File: src/rtl/exe_mem_pipe_reg.sv
// exe_mem_pipe_reg: elastic EX->MEM pipeline register with STAGES valid-tagged slots.
// Carries ALU result, store data, destination and MEM/WB enables.
//
// Ports:
//   clk, rst                  clock, synchronous active-high reset
//   flush                     kill all in-flight entries
//   in_valid / in_ready       EXE-side handshake
//   mem_w_en_in, mem_r_en_in, wb_en_in, alu_res_in, val_rm_in, dest_in   entry fields
//   out_valid / out_ready     MEM-side handshake (head slot)
//   mem_w_en_out, mem_r_en_out, wb_en_out   head enables, gated by out_valid
//   alu_res_out, val_rm_out, dest_out       head data (stale when out_valid=0)
//   src1, src2 / hazard       RAW check against live write-back slots
//   occupancy                 number of live slots
module exe_mem_pipe_reg #(
    parameter int DATA_W = 32,
    parameter int DEST_W = 4,
    parameter int STAGES = 1
) (
    input  logic                         clk,
    input  logic                         rst,
    input  logic                         flush,
    input  logic                         in_valid,
    output logic                         in_ready,
    input  logic                         mem_w_en_in,
    input  logic                         mem_r_en_in,
    input  logic                         wb_en_in,
    input  logic [DATA_W-1:0]            alu_res_in,
    input  logic [DATA_W-1:0]            val_rm_in,
    input  logic [DEST_W-1:0]            dest_in,
    output logic                         out_valid,
    input  logic                         out_ready,
    output logic                         mem_w_en_out,
    output logic                         mem_r_en_out,
    output logic                         wb_en_out,
    output logic [DATA_W-1:0]            alu_res_out,
    output logic [DATA_W-1:0]            val_rm_out,
    output logic [DEST_W-1:0]            dest_out,
    input  logic [DEST_W-1:0]            src1,
    input  logic [DEST_W-1:0]            src2,
    output logic                         hazard,
    output logic [$clog2(STAGES+1)-1:0]  occupancy
);

    localparam int HEAD  = STAGES - 1;
    localparam int OCC_W = $clog2(STAGES + 1);

    // Slot storage; index 0 is the tail, HEAD drives the outputs.
    logic [STAGES-1:0] v;
    logic [STAGES-1:0] mw;
    logic [STAGES-1:0] mr;
    logic [STAGES-1:0] wb;
    logic [DATA_W-1:0] alu_q  [STAGES];
    logic [DATA_W-1:0] rm_q   [STAGES];
    logic [DEST_W-1:0] dest_q [STAGES];
    logic [OCC_W-1:0]  occ_q;

    logic [STAGES-1:0] move;
    logic              head_go;
    logic              accept;

    // Per-slot "moves this cycle" chain, built head-first. Each slot gets
    // its own scope so the ripple is not a self-referencing vector.
    for (genvar i = 0; i < STAGES; i++) begin : g_mv
        logic mv;
        if (i == HEAD) begin : g_head
            assign mv = v[i] && out_ready;
        end else begin : g_body
            assign mv = v[i] && (!v[i+1] || g_mv[i+1].mv);
        end
        assign move[i] = mv;
    end

    assign head_go  = move[HEAD];
    assign in_ready = !flush && (!v[0] || move[0]);
    assign accept   = in_valid && in_ready;

    always_ff @(posedge clk) begin
        if (rst) begin
            v     <= '0;
            mw    <= '0;
            mr    <= '0;
            wb    <= '0;
            occ_q <= '0;
            for (int i = 0; i < STAGES; i++) begin
                alu_q[i]  <= '0;
                rm_q[i]   <= '0;
                dest_q[i] <= '0;
            end
        end else if (flush) begin
            // Data fields deliberately keep their values; only the
            // valid tags and control bits die.
            v     <= '0;
            mw    <= '0;
            mr    <= '0;
            wb    <= '0;
            occ_q <= '0;
        end else begin
            if (accept) begin
                v[0]      <= 1'b1;
                mw[0]     <= mem_w_en_in;
                mr[0]     <= mem_r_en_in;
                wb[0]     <= wb_en_in;
                alu_q[0]  <= alu_res_in;
                rm_q[0]   <= val_rm_in;
                dest_q[0] <= dest_in;
            end else if (move[0]) begin
                v[0] <= 1'b0;
            end
            for (int i = 1; i < STAGES; i++) begin
                if (move[i-1]) begin
                    v[i]      <= 1'b1;
                    mw[i]     <= mw[i-1];
                    mr[i]     <= mr[i-1];
                    wb[i]     <= wb[i-1];
                    alu_q[i]  <= alu_q[i-1];
                    rm_q[i]   <= rm_q[i-1];
                    dest_q[i] <= dest_q[i-1];
                end else if (move[i]) begin
                    v[i] <= 1'b0;
                end
            end
            occ_q <= occ_q + OCC_W'(accept) - OCC_W'(head_go);
        end
    end

    assign out_valid    = v[HEAD];
    assign mem_w_en_out = mw[HEAD] && v[HEAD];
    assign mem_r_en_out = mr[HEAD] && v[HEAD];
    assign wb_en_out    = wb[HEAD] && v[HEAD];
    assign alu_res_out  = alu_q[HEAD];
    assign val_rm_out   = rm_q[HEAD];
    assign dest_out     = dest_q[HEAD];
    assign occupancy    = occ_q;

    // Flush is intentionally not used here: the hazard only clears
    // once the flush edge has dropped the valid tags.
    always_comb begin
        hazard = 1'b0;
        for (int i = 0; i < STAGES; i++) begin
            if (v[i] && wb[i] &&
                (dest_q[i] == src1 || dest_q[i] == src2)) begin
                hazard = 1'b1;
            end
        end
    end

endmodule

File: config.mk
export PLATFORM = sky130hd
export DESIGN_NAME = exe_mem_pipe_reg
export DESIGN_NICKNAME = d
export VERILOG_FILES = /design/src/rtl/exe_mem_pipe_reg.sv
export SDC_FILE = /design/constraint.sdc
export NUM_CORES = 1
export LEC_CHECK = 0
export BUFFER_PORTS_ARGS = -buffer_cell sky130_fd_sc_hd__buf_2
export CAP_MARGIN = 30
export CORE_MARGIN = 4
export CORE_UTILIZATION = 34
export CTS_CLUSTER_SIZE = 12
export DETAILED_ROUTE_END_ITERATION = 12
export GPL_TIMING_DRIVEN = 0
export SYNTH_ARGS = -nofsm -noshare
export SYNTH_HDL_FRONTEND = slang
export SYNTH_SLANG_ARGS = --single-unit
File: constraint.sdc
create_clock -name clk -period 8.7 [get_ports clk]
set_clock_uncertainty 0.05 [all_clocks]
set_input_delay 1.74 -clock clk [delete_from_list [all_inputs] [get_ports clk]]
set_output_delay 1.74 -clock clk [all_outputs]
set_load 0.02 [all_outputs]
==> results.sh, run 1 <==
export IMPL_regArea_mm2=0.00214
export IMPL_crit_path_top_delay_cell="buf_2"
export IMPL_async_flop_share_pct=0
export IMPL_placed_cells=450
export IMPL_relSlewSlack_pct=39.5
export IMPL_post_cts_resized=0
export IMPL_cts_inserted_buffers=9
export IMPL_grt_total_usage_pct=12.6
export IMPL_setup_slack_ps=4460
export IMPL_place_hpwl_mm=4.82
export IMPL_syn_num_nets=272
export IMPL_synth_top_family_by_area="simple AND/OR/NAND/NOR gates"
export IMPL_power_per_cell_area_mw_per_mm2=202
export IMPL_areaGrowthSynthToFinish_pct=39.8
export IMPL_netlist_top_cell_by_area="edfxtp_1"
export IMPL_stdcell_area_mm2=0.00404
export IMPL_final_max_slew_violation_count=0
export IMPL_cts_setup_buffers=0
export IMPL_yosysTopAreaCellShare_pct=70.7
export IMPL_fill_cells=779
export IMPL_ioPinCount=159
export IMPL_htree_levels=3
export IMPL_period_minus_slack_ps=4240
export IMPL_synthAdderAreaFrac_pct=0.433
export IMPL_wl_per_cell_um=13.6
export IMPL_period_share_pct=48.7
export IMPL_rsz0062_at_grt="false"
export IMPL_hold_path_depth=2
export IMPL_cp_start_kind="primary input"
export IMPL_wl_mm=6.34
export IMPL_yosysMostFrequentCell="and2_1"
export IMPL_ys_ff_latch=73
export IMPL_multi_input_area_um2=699
export IMPL_die_w_um=100
export IMPL_drt_initial_drc_count=26
export IMPL_final_nets=441
export IMPL_place_ws_ps=4450
export IMPL_synth_cell_types=20
export IMPL_outcome="finished, final reports clean"
export IMPL_path_clk_slew_ps=80
export IMPL_synth_yosys_warnings=0
export IMPL_setup_viol=0
export IMPL_finalNonFillerCells=466
export IMPL_worstPathMaxFanout=1
export IMPL_path_cells="buf_2 > xnor2_1 > nand4_1 > a21boi_0 > buf_2"
export IMPL_synth_xor_xnor_area_share_pct=2.73
export IMPL_cts_sinks=73
export IMPL_vdd_drop_max_mv=0.0824
export IMPL_p_leak_nw=1.80
export IMPL_drive_gt1_share_pct=51.2
export IMPL_endpoint_kind="output pin"
export IMPL_synth_simple_area_share_pct=19.3
export IMPL_synthesis_area_mm2=0.00289
export IMPL_cts_tree="yes"
export IMPL_tns_ps=0
export IMPL_core_area_mm2=0.00826
export IMPL_drcViolationCount=0
export IMPL_crit_top_cell="buf_2"
export IMPL_diodes=0
export IMPL_synth_cells=187
export IMPL_hp_class="flip-flop to flip-flop"
export IMPL_synthMuxAreaShare_pct=0
export IMPL_synth_main_ff_cell="edfxtp_1"
export IMPL_hold_slack_ps=425
export IMPL_cts_buffer_depth=2
export IMPL_path_class="primary input to output pin"
export IMPL_synth_compound_area_share_pct=1.47
export IMPL_fin_util_pct=48.9
export IMPL_vias_per_cell=4.26
export IMPL_num_rows=33
export IMPL_grt_pass1_wl_mm=9.65
export IMPL_cts_hold_buf=0
export IMPL_synth_common_cells="and2_1 (71), edfxtp_1 (68), xnor2_1 (9)"
export IMPL_num_vias=1987
export IMPL_cp_arrival_ps=2450
export IMPL_rr_worst_depth=3
export IMPL_synth_edff_count=68
export IMPL_slowest_delay_ps=190
export IMPL_start_util_pct=35.0
export IMPL_synth_seq_area_share_pct=74.2
export IMPL_detail_route_antenna_nets=0
export IMPL_total_power_uw=816
export IMPL_max_freq_mhz=236
export IMPL_io_buffers=158
export IMPL_grt_pass1_vias=2017
export IMPL_die_area_mm2=0.0100
export IMPL_gp_congestion=0.734
export IMPL_cp_required_ps=6910
export IMPL_finalHoldViolations=0
export IMPL_placed_area_mm2=0.00382
export IMPL_die_height_um=100
export IMPL_cap_violations=0
export IMPL_synth_area_top_cells="edfxtp_1 (71%), and2_1 (15%), dfxtp_1 (3.5%), xnor2_1 (2.7%), buf_6 (1.2%)"
export IMPL_drtPass1Iterations=4
export IMPL_grt_overflow=0
export IMPL_tightest_slew_ps=908
export IMPL_clock_root_buffer="clkbuf_8"
export IMPL_grt_max_degree=69
export IMPL_antenna_found_initial=0
export IMPL_insertion_delay_ps=340
export IMPL_avgSynthCellArea_um2=15.4
==> where the power goes <==
group / switching [mW] / internal [mW] / total (mW)
combinational: 0.0652 / 0.0411 / 0.106
clock: 0.129 / 0.161 / 0.290
sequential: 0.00739 / 0.412 / 0.419
==> layout by cell type, fill, tap and decap left out <==
master,n
ha_1,1
nand4_1,2
clkinv_4,2
nor2b_4,1
or3_1,1
nor2b_1,1
nand3_1,3
xnor2_1,9
buf_6,3
a21oi_1,4
clkinv_2,2
nand2_1,3
dfxtp_1,5
and2_1,71
edfxtp_1,68
buf_2,158
nor2_1,2
a21boi_0,1
clkinvlp_4,1
nand2b_4,1
nor3_4,1
clkbuf_2,4
or2_2,1
o21ai_0,3
bufinv_16,2
clkbuf_8,9
nand2b_1,2
==> path summary, 6_finish.rpt <==
path	end	startpoint	slack, ps
worst max-delay path	hazard	src1[1]	4460
worst min-delay path	mr	mr	420
worst max register to register	rm_q[0][2]	out_valid	6890
worst min register to register	mr	mr	420
==> layer usage <==
| layer | global-route usage (%) | wire length, um | vias to the layer above |
|---|---|---|---|
| li1 | - | - | 983 |
| met4 | 4.97 | 65 | 0 |
| met5 | 0 | 0 | - |
| met2 | 21.1 | 3050 | 97 |
| met3 | 6.12 | 747 | 9 |
| met1 | 13.8 | 2480 | 898 |
==> critical path, delay by kind of cell <==
| kind | cells | cell delay (ps) |
|---|---|---|
| XOR/XNOR | 1 | 150 |
| AO/OA/AOI/OAI | 1 | 170 |
| AND/OR/NAND/NOR | 1 | 100 |
| buffers and inverters | 2 | 290 |
==> kinds of logic (layout without fill, tap and decap cells) <==
family	count (synthesis)	count (layout)
and+or+nand+nor	89	89
xor gates and xnor gates	9	9
buffers and inverters	7	181
DFF	73	73
adders and majority gates	1	1
AOI/OAI and AO/OA	8	8
==> cell type report <==
class | instances | area share [%]
multi-input cells | 107 | 17.3
clock inverters | 7 | 2.36
flip-flops and latches | 73 | 53.1
plain buffers | 7 | 1.33
repair buffers | 158 | 19.6
clock buffers | 9 | 3.07
well taps | 105 | 3.25
==> flip-flops by register name (all words and copies together), names as in the netlist <==
| name | cells |
|---|---|
| alu_q | 32 |
| rm_q | 32 |
| dest_q | 4 |
| mr | 1 |
| mw | 1 |
| occupancy | 1 |
| out_valid | 1 |
| wb | 1 |
Note: power is estimated with default switching activity, not from simulation.
==> run 2, diff against run 1 <==
ABC_AREA = 1   (was unset)
clock period = 4.2 ns   (was 8.7 ns; I/O delays follow)
==> results.sh, run 2 <==
export IMPL_relSlewSlack_pct=39.3
export IMPL_rsz0062_at_grt="false"
export IMPL_endpoint_kind="output pin"
export IMPL_hp_class="flip-flop to flip-flop"
export IMPL_netlist_top_cell_by_area="edfxtp_1"
export IMPL_top_regs="alu_q: 32 flops, rm_q: 32 flops, dest_q: 4 flops"
export IMPL_synth_common_cells="inv_1 (87), edfxtp_1 (68), nor2_1 (54)"
export IMPL_cp_required_ps=3310
export IMPL_cap_violations=0
export IMPL_async_flop_share_pct=0
export IMPL_detail_route_antenna_nets=0
export IMPL_period_minus_slack_ps=2430
export IMPL_synth_cells=289
export IMPL_path_class="primary input to output pin"
export IMPL_num_vias=2386
export IMPL_antenna_found_initial=1
export IMPL_grt_max_degree=69
export IMPL_ys_ff_latch=73
export IMPL_final_max_slew_violation_count=0
export IMPL_layout_commonest_cell="buf_2"
export IMPL_syn_num_nets=374
export IMPL_wl_mm=7.07
export IMPL_grt_pass1_wl_mm=11.4
export IMPL_cp_start_kind="primary input"
export IMPL_path_clk_slew_ps=80
export IMPL_tightest_slew_ps=911
export IMPL_p_leak_nw=2.31
export IMPL_htree_levels=3
export IMPL_synth_yosys_warnings=0
export IMPL_place_hpwl_mm=5.31
export IMPL_yosysTopAreaCellShare_pct=65.4
export IMPL_synth_main_ff_cell="edfxtp_1"
export IMPL_cts_hold_buf=0
export IMPL_synth_edff_count=68
export IMPL_power_per_cell_area_mw_per_mm2=374
export IMPL_synth_area_top_cells="edfxtp_1 (65%), inv_1 (10%), nor2_1 (6.5%), nand2_1 (4.2%), nor2_4 (3.6%)"
export IMPL_die_height_um=104
export IMPL_ioPinCount=159
export IMPL_grt_pass1_vias=2387
export IMPL_worstPathMaxFanout=2
export IMPL_avgSynthCellArea_um2=10.8
export IMPL_cts_setup_buffers=0
export IMPL_fill_cells=825
export IMPL_insertion_delay_ps=340
export IMPL_post_cts_resized=0
export IMPL_finalHoldViolations=0
export IMPL_max_freq_mhz=411
export IMPL_synth_seq_area_share_pct=68.6
export IMPL_multi_input_area_um2=609
export IMPL_cts_sinks=73
export IMPL_grt_overflow=0
export IMPL_vdd_drop_max_mv=0.162
export IMPL_outcome="finished, final reports clean"
export IMPL_hold_slack_ps=414
export IMPL_placed_area_mm2=0.00406
export IMPL_yosysMostFrequentCell="inv_1"
export IMPL_num_rows=34
export IMPL_final_nets=543
export IMPL_setup_viol=0
export IMPL_period_share_pct=57.9
export IMPL_io_buffers=158
export IMPL_drive_gt1_share_pct=43.4
export IMPL_gp_congestion=0.739
export IMPL_synth_cell_types=16
export IMPL_areaGrowthSynthToFinish_pct=35.8
export IMPL_final_cell_mix="buf_2 (162), inv_1 (87), edfxtp_1 (68)"
export IMPL_die_area_mm2=0.0108
export IMPL_cts_inserted_buffers=9
export IMPL_cp_arrival_ps=1540
export IMPL_synthesis_area_mm2=0.00312
export IMPL_place_ws_ps=1590
export IMPL_wl_per_cell_um=12.4
export IMPL_die_w_um=104
export IMPL_drtPass1Iterations=6
export IMPL_clock_root_buffer="clkbuf_8"
export IMPL_cts_tree="yes"
export IMPL_drcViolationCount=0
export IMPL_vias_per_cell=4.18
export IMPL_stdcell_area_mm2=0.00424
export IMPL_tns_ps=0
export IMPL_diodes=0
export IMPL_cts_buffer_depth=2
export IMPL_start_util_pct=35.3
export IMPL_drt_initial_drc_count=95
export IMPL_grt_total_usage_pct=13.3
export IMPL_core_area_mm2=0.00885
export IMPL_regArea_mm2=0.00214
export IMPL_setup_slack_ps=1770
## run 2: per-layer routing
layer	share of wire, %	track usage [%]	vias to the layer above
met3	12	7.14	13
met1	40	15.2	1048
met4	2.0	6.55	2
met2	45	20.1	126
met5	0.099	0	-
li1	-	-	1197
## run 2: critical path: stages
cell and delay [ps]:
buf_2 90, inv_1 40, nand2_1 50, nand2_1 60, nor2_1 100, nand2_1 60
a21oi_1 120, buf_2 180
## run 2: where the power goes
part	switching [mW]	leakage [nW]	total, mW	internal [mW]
Sequential	0.0120	0.776	0.850	0.838
Combinational	0.135	1.45	0.209	0.0742
Clock	0.259	0.0913	0.530	0.271
## run 2: stage by stage
| stage | power, mW | instances | util, % |
|---|---|---|---|
| floorplan | 0.986 | 289 | - |
| global placement | 1.08 | 555 | 45.8 |
| detailed placement | 1.08 | 555 | 45.9 |
| CTS | 1.61 | 571 | 48.0 |
| global route | 1.67 | 571 | 48.0 |
| finish | 1.59 | 571 | 48.0 |
## run 2: final timing paths
path / startpoint / end / slack, ps / cells after the start
setup / recovery: src1[1] / hazard / 1770 / 8
hold / removal: mw / mw / 410 / 2
setup reg to reg: out_valid / rm_q[0][1] / 2140 / 3
hold reg to reg: mw / mw / 410 / 2
## run 2: cells by family (layout without fill, tap and decap cells)
kind of cell	Yosys count	count (layout)	synth area share [%]
AND/OR/NAND/NOR	113	113	17.1
flip-flops	73	73	68.6
XOR/XNOR	1	1	0.280
buffers and inverters	94	268	12.2
AO/OA/AOI/OAI	7	7	1.48
adder cells (fa/ha/maj)	1	1	0.400
## run 2: layout make-up
type,instances,share of cell area (%)
Sequential cell,73,50.5
Tap cell,108,3.18
Buffer,7,1.27
Clock buffer,10,3.01
Inverter,87,7.69
Clock inverter,6,1.39
Multi-Input combinational cell,122,14.4
Timing Repair Buffer,158,18.6
